### src/rtl/tdp_ram_init.sv
// True dual-port synchronous RAM with a clear sequencer, selectable same-port
// read-during-write, write-collision priority and an optional output register.
module tdp_ram_init #(
  parameter int unsigned       length        = 8,
  parameter int unsigned       location      = 16,
  parameter int unsigned       RDW_MODE      = 0,
  parameter int unsigned       COLLISION_PRI = 0,
  parameter int unsigned       OUT_REG       = 0,
  parameter logic [length-1:0] INIT_VAL      = '0,
  localparam int unsigned      AW            = $clog2(location)
) (
  input  logic              clk,
  input  logic              rst_n,
  input  logic              clr,
  input  logic              a_en,
  input  logic              a_we,
  input  logic [AW-1:0]     a_addr,
  input  logic [length-1:0] a_wdata,
  input  logic              b_en,
  input  logic              b_we,
  input  logic [AW-1:0]     b_addr,
  input  logic [length-1:0] b_wdata,
  output logic [length-1:0] a_rdata,
  output logic              a_rvalid,
  output logic [length-1:0] b_rdata,
  output logic              b_rvalid,
  output logic              init_busy,
  output logic              collision
);

  typedef enum logic {INIT, IDLE} state_t;

  state_t              state;
  logic [AW-1:0]       cnt;
  logic [length-1:0]   mem [location];

  logic                idle, a_acc, b_acc, a_in, b_in, a_wr, b_wr;
  logic                coll_c, a_wr_ok, b_wr_ok;
  logic [length-1:0]   win_data, a_old, b_old, a_new, b_new, a_rd, b_rd;
  logic [length-1:0]   a_rd1, b_rd1;
  logic                a_rv1, b_rv1;

  assign idle  = (state == IDLE);
  assign a_acc = idle & a_en;
  assign b_acc = idle & b_en;
  assign a_in  = 32'(a_addr) < location;
  assign b_in  = 32'(b_addr) < location;
  assign a_wr  = a_acc & a_we & a_in;
  assign b_wr  = b_acc & b_we & b_in;

  // Same-address double write: only the priority port reaches the array.
  assign coll_c   = a_wr & b_wr & (a_addr == b_addr);
  assign a_wr_ok  = a_wr & ~(coll_c & (COLLISION_PRI == 1));
  assign b_wr_ok  = b_wr & ~(coll_c & (COLLISION_PRI == 0));
  assign win_data = (COLLISION_PRI == 0) ? a_wdata : b_wdata;

  assign a_old = a_in ? mem[a_addr] : '0;
  assign b_old = b_in ? mem[b_addr] : '0;
  assign a_new = coll_c ? win_data : a_wdata;
  assign b_new = coll_c ? win_data : b_wdata;
  assign a_rd  = ((RDW_MODE == 1) && a_wr) ? a_new : a_old;
  assign b_rd  = ((RDW_MODE == 1) && b_wr) ? b_new : b_old;

  // Array: the sequencer owns it in INIT, the ports own it in IDLE.
  always_ff @(posedge clk) begin
    if (!idle) begin
      mem[cnt] <= INIT_VAL;
    end else if (rst_n) begin
      if (a_wr_ok) mem[a_addr] <= a_wdata;
      if (b_wr_ok) mem[b_addr] <= b_wdata;
    end
  end

  // Sequencer FSM, first read stage and collision strobe.
  always_ff @(posedge clk) begin
    if (!rst_n) begin
      state     <= INIT;
      cnt       <= '0;
      init_busy <= 1'b1;
      collision <= 1'b0;
      a_rd1     <= '0;
      b_rd1     <= '0;
      a_rv1     <= 1'b0;
      b_rv1     <= 1'b0;
    end else begin
      collision <= coll_c;
      a_rv1     <= a_acc;
      b_rv1     <= b_acc;
      if (a_acc) a_rd1 <= a_rd;
      if (b_acc) b_rd1 <= b_rd;
      case (state)
        INIT: begin
          if (cnt == AW'(location - 1)) begin
            state     <= IDLE;
            init_busy <= 1'b0;
            cnt       <= '0;
          end else begin
            cnt <= cnt + AW'(1);
          end
        end
        IDLE: begin
          if (clr) begin
            state     <= INIT;
            init_busy <= 1'b1;
            cnt       <= '0;
          end
        end
        default: begin
          state     <= INIT;
          init_busy <= 1'b1;
          cnt       <= '0;
        end
      endcase
    end
  end

  if (OUT_REG != 0) begin : g_oreg
    // Second stage: rvalid travels with rdata, rdata holds between accesses.
    always_ff @(posedge clk) begin
      if (!rst_n) begin
        a_rdata  <= '0;
        b_rdata  <= '0;
        a_rvalid <= 1'b0;
        b_rvalid <= 1'b0;
      end else begin
        a_rvalid <= a_rv1;
        b_rvalid <= b_rv1;
        if (a_rv1) a_rdata <= a_rd1;
        if (b_rv1) b_rdata <= b_rd1;
      end
    end
  end else begin : g_noreg
    assign a_rdata  = a_rd1;
    assign b_rdata  = b_rd1;
    assign a_rvalid = a_rv1;
    assign b_rvalid = b_rv1;
  end

endmodule
### config.mk
export PLATFORM = sky130hd
export DESIGN_NAME = tdp_ram_init
export DESIGN_NICKNAME = d
export VERILOG_FILES = /design/src/rtl/tdp_ram_init.sv
export SDC_FILE = /design/constraint.sdc
export NUM_CORES = 1
export LEC_CHECK = 0
export ABC_CLOCK_PERIOD_IN_PS = 3010
export CAP_MARGIN = 20
export CELL_PAD_IN_SITES_DETAIL_PLACEMENT = 0
export CELL_PAD_IN_SITES_GLOBAL_PLACEMENT = 1
export CORE_UTILIZATION = 53
export CTS_BUF_LIST = sky130_fd_sc_hd__clkbuf_4
export DETAILED_ROUTE_END_ITERATION = 7
export PLACE_DENSITY = 0.95
export REMOVE_ABC_BUFFERS = 1
export SYNTH_ARGS = -nofsm -noshare
export SYNTH_HDL_FRONTEND = slang
export SYNTH_SLANG_ARGS = --single-unit
### constraint.sdc
create_clock -name clk -period 3.01 [get_ports clk]
set_clock_uncertainty 0.2 [all_clocks]
set_input_delay 0.4515 -clock clk [delete_from_list [all_inputs] [get_ports clk]]
set_output_delay 0.4515 -clock clk [all_outputs]
set_load 0.01 [all_outputs]
# Word-level counts from Yosys, hierarchy flattened
# Memories as Yosys holds them, arrays and structs flattened. A register that Yosys moved wholly into a read port is not among the register bits.
# Cells that the tools add are included.
dict set report word_totals {
  output_inout_bits 20
  ff_bits 9
  word_cells 46
  n_memories 1
  in_bits 31
  ramBits 128
}
dict set report classes {
  addsub 1
  n_mux 21
  reduce_logical 4
  bitwise 9
  eq_ne 4
}
# memory depth word_bits read_ports rd_ports_with_merged_regs wr line
set mem_list {}
lappend mem_list {mem 16 8 2 2 2 35} ;# logic [length-1:0] mem [location];
# cell count
set op_table {}
lappend op_table {{$mux 1} 14}
lappend op_table {{$mux 4} 3}
lappend op_table {{$mux 8} 1}
lappend op_table {{$pmux 4 s2} 1}
lappend op_table {{$reduce_or 8->1} 1}
lappend op_table {{$and 1x1->1} 7}
lappend op_table {{$add 4x1->4 const B} 1}
lappend op_table {{$eq 4x4->1} 1}
lappend op_table {{$eq 4x4->1 const B} 1}
lappend op_table {{$ne 2x2->1 const B} 2}
lappend op_table {{$pmux 1 s2} 2}
lappend op_table {{$logic_not 1->1} 2}
lappend op_table {{$not 1->1} 2}
lappend op_table {{$reduce_and 2->1} 1}

# Logic depth before layout (Yosys ltp)
dict set report depth {
  ltp_word 10
  ltp_mapped 8
  ltp_nobuf 5
}

# Worst setup path after synthesis
# OpenSTA, ideal clock, no wires.
dict set report synth_timing {
  kind {flip-flop to flip-flop}
  startpoint {register state, in the netlist idle}
  endpoint {memory mem[8][0] (enable)}
  synth_period_minus_slack_ns 2.701
  arrival_time_ns 2.117
  path_stages_with_launch 8
  setup_time_ns 0.384
  path_slack_ns 0.309
  path_buffers 3
  cell_sequence {dfxtp_1 > buf_2 > and4_1 > buf_2 > buf_2 > mux2i_1 > nand2_1 > o21ai_0}
}
# item line
set synth_rtl {}
lappend synth_rtl {{start, declared} 33} ;# state_t state;
lappend synth_rtl {{start signal, assigned} 77} ;# state <= INIT;
lappend synth_rtl {{start signal, assigned} 94} ;# state <= IDLE;
lappend synth_rtl {{start signal, assigned} 103} ;# state <= INIT;
lappend synth_rtl {{end, declared} 35}

==> qor.tcl <==
set qor(outcome) {finished clean}
set qor(avgRoutedWirePerCell_um) 27.35
set qor(route.vias.total) 6245
set qor(critPathRequiredTime_ns) 3.25
set qor(placement.cell_area_um2) 10100
set qor(synth_seq_area_share) 0.4756
set qor(power.share.combinational) 0.102
set qor(fmax_mhz) 386.6
set qor(part_of_the_power_in_the_clock_network) 0.338
set qor(postSynthRegisterBits) 153
set qor(gp_congestion) 0.9694
set qor(unrepaired_setup_endpoints_after_global_routing) {no}
set qor(grt-ovfl-total) 0
set qor(worstReg2RegStart) {idle}
set qor(p_sw_frac) 0.2350
set qor(detailedRoute.firstPassIterationCount) 5
set qor(grt_pass1_vias) 6255
set qor(cts.clk_slew.worst_paths_ns) 0.13
set qor(core_um2) 16700
set qor(effective_utilization_at_floorplan) 0.5469
set qor(tightestPinTransition_ns) 0.9835
set qor(ctsResizeCount) 0
set qor(worst_setup_timing_slack_at_the_placement_stage_ns) -0.1087
set qor(crit_path_time_final_ns) 2.587
set qor(drtAntennaViolNets) 0
set qor(cells_taking_the_most_area_after_synthesis) {sky130_fd_sc_hd__edfxtp_1, sky130_fd_sc_hd__mux2_2, sky130_fd_sc_hd__mux4_2}
set qor(critical_path.max_stage_delay_ns) 0.80
set qor(post-layout-total-power_uw) 4172
set qor(post_drt_via_cell_ratio) 6.795
set qor(post_cts_buffers) 0
set qor(worstSetupStartpoint) {rst_n}
set qor(yosys_warnings) 0
set qor(design.final.nets) 718
set qor(synth.lib_cells_used.distinct) 47
set qor(synth-async-reset-ratio) 0
set qor(cap_violations) 0
set qor(critPathLaunchType) {primary input}
set qor(cts_max_level) 4
set qor(wl_um) 25140
set qor(synth_commonest_cells) {sky130_fd_sc_hd__mux2_2, sky130_fd_sc_hd__edfxtp_1, sky130_fd_sc_hd__mux4_2}
set qor(grt_use_total) 0.2959
set qor(antenna_found_initial) 1
set qor(cp_max_fo) 16
set qor(worst_setup_slack_final_ns) 0.4231
set qor(ctsRootBufferMaster) {sky130_fd_sc_hd__clkbuf_4}
set qor(p_leak_uw) 0.003873
set qor(synth.cell_area_um2) 9134
set qor(cts_tree) {yes}
set qor(power.share.sequential) 0.560
set qor(synth_enable_flop_cells) 128
set qor(hold_path.class) {in2reg}
set qor(p_sw_uw) 980.6
set qor(synth.avg_cell_area_um2) 14.78
set qor(timing.final.setup_violations) 0
set qor(ir_drop_uv) 208.5
set qor(port_buffers) 50
set qor(numClockSinks) 153
set qor(grt_start_max_net_pins) 51
set qor(worst_skew_pair.late_latency_ns) 0.57
set qor(grt_pass1_wl_um) 38110
set qor(numCtsBuffers) 17
set qor(dpl.hpwl_um) 17830
set qor(hold_viol) 0
set qor(dieArea_um2) 17760
set qor(critical_path_buf_inv_count) 2
set qor(synth.most_common_cell) {sky130_fd_sc_hd__mux2_2}
set qor(timing.setup.critical_path_class) {in2reg}
set qor(internal-power_uw) 3191
set qor(post-synth-top-area-fraction) 0.4208
set qor(critical_path.endpoint_type) {flop}
set qor(netlist.top_cell.by_area) {sky130_fd_sc_hd__edfxtp_1}
set qor(dieHeight_um) 133.3
set qor(worst-endpoint-arrival_ns) 2.83
set qor(fin_tns_setup_ns) 0
set qor(post-route-cell-area_um2) 10420
set qor(syn_to_final_growth_pct) 14.04
set qor(relative_max_transition_margin) 0.3440
set qor(die_width_um) 133.3
set qor(netlist_instances) 618
set qor(postSynth.topFlopCell) {sky130_fd_sc_hd__edfxtp_1}
set qor(timing.final.max_slew_violations) 0
set qor(path_cells) {clkdlybuf4s50_1, and4_1, buf_4, and2_0, mux2_2}
set qor(pin_count) 51
set qor(ctsHoldBuffers) 0
set qor(drive_gt1_frac) 0.4298
set qor(floorplan.rows) 47
set qor(drtIter0Drc) 860
set qor(remaining_drc_errors) 0
set qor(worst_path_max_delay_cell) {sky130_fd_sc_hd__and2_0}
set qor(critical_path.top_delay_family) {simple AND/OR/NAND/NOR gates}
set qor(min_period_over_period) 0.8594
set qor(power.density_nw_per_um2) 400.5
set qor(cts_max_path_buffers) 2
set qor(min_from) {a_addr[2]}
-- cell type report --
type / count / area (µm²)
Clock buffer: 22 / 165.2
Timing Repair Buffer: 107 / 988.4
Fill cell: 1232 / 6285
Sequential cell: 153 / 4344
Clock inverter: 9 / 152.6
Inverter: 4 / 15.01
Tap cell: 220 / 275.3
Antenna cell: 1 / 2.502
Multi-Input combinational cell: 403 / 4473
-- sequential cells by signal, indices dropped and copies added (netlist names) --
| signal | flops |
|---|---|
| a_rdata | 8 |
| cnt | 4 |
| collision | 1 |
| b_rvalid | 1 |
| init_busy | 1 |
| mem | 128 |
| idle | 1 |
| a_rvalid | 1 |
| b_rdata | 8 |
-- path summary, 6_finish.rpt --
check	end	slack, ns	cells past startpoint
worst max register to register	mem[3][5]	0.45	4
worst max-delay path	mem[3][5]	0.42	5
worst min-delay path	collision	0.17	4
worst min register to register	b_rdata[4]	0.29	2
-- kinds of logic after synthesis --
kind of cell    share of synthesized area
fa+ha+maj                        0.001370
buf+inv                           0.03465
mux                                0.3318
xor+xnor                         0.009316
compound gates                    0.09932
flops                              0.4756
simple gates                      0.04795
-- per-layer routing --
metal,vias to the layer above,track usage,wire [µm]
met5,-,0,0
met4,0,0.1395,1085
met3,85,0.06202,2354
met2,400,0.4766,12250
met1,3123,0.3840,9447
li1,2637,-,-
-- layout by cell type (no fill, tap or decap), drive strengths merged, types with 2 or more instances in the layout --
cell	n
o31ai	4
and2	14
xnor2	5
clkdlybuf4s50	47
nor3	3
buf	60
nor2b	8
nand4	5
and3	3
o21ai	20
nand2	15
o22ai	5
mux2	138
a211oi	5
a221o	7
o211ai	3
nand3	13
inv	4
a21oi	16
edfxtp	128
bufinv	4
mux4	50
clkinv	4
mux2i	32
o2111ai	16
a22o	7
nor2	12
dfxtp	25
o21a	2
nand2b	2
clkbuf	22
a22oi	11
-- worst min-delay path, stage by stage --
cell	delay [ns]
sky130_fd_sc_hd__buf_2	0.11
sky130_fd_sc_hd__xnor2_2	0.08
sky130_fd_sc_hd__nand4_4	0.18
sky130_fd_sc_hd__nor3_1	0.08
-- metrics by stage --
step,cells,util,hold slack (ns)
4_1_cts,918,0.6235,0.1429
2_1_floorplan,560,-,0.2933
3_3_place_gp,887,0.6045,0.2721
5_1_grt,919,0.6237,0.1533
3_5_place_dp,887,0.6045,0.2737
6_report,919,0.6237,0.1672
-- power by group through the flow --
| stage | clock (µW) | sequential (µW) | combinational (µW) |
|---|---|---|---|
| finish | 1410 | 2330 | 426 |
| CTS | 1420 | 2330 | 418 |
| global route | 1500 | 2340 | 446 |
| global placement | 0 | 2380 | 405 |
| detailed placement | 0 | 2380 | 417 |
| floorplan | 0 | 2370 | 196 |
Power figures use the tool's default switching activity.
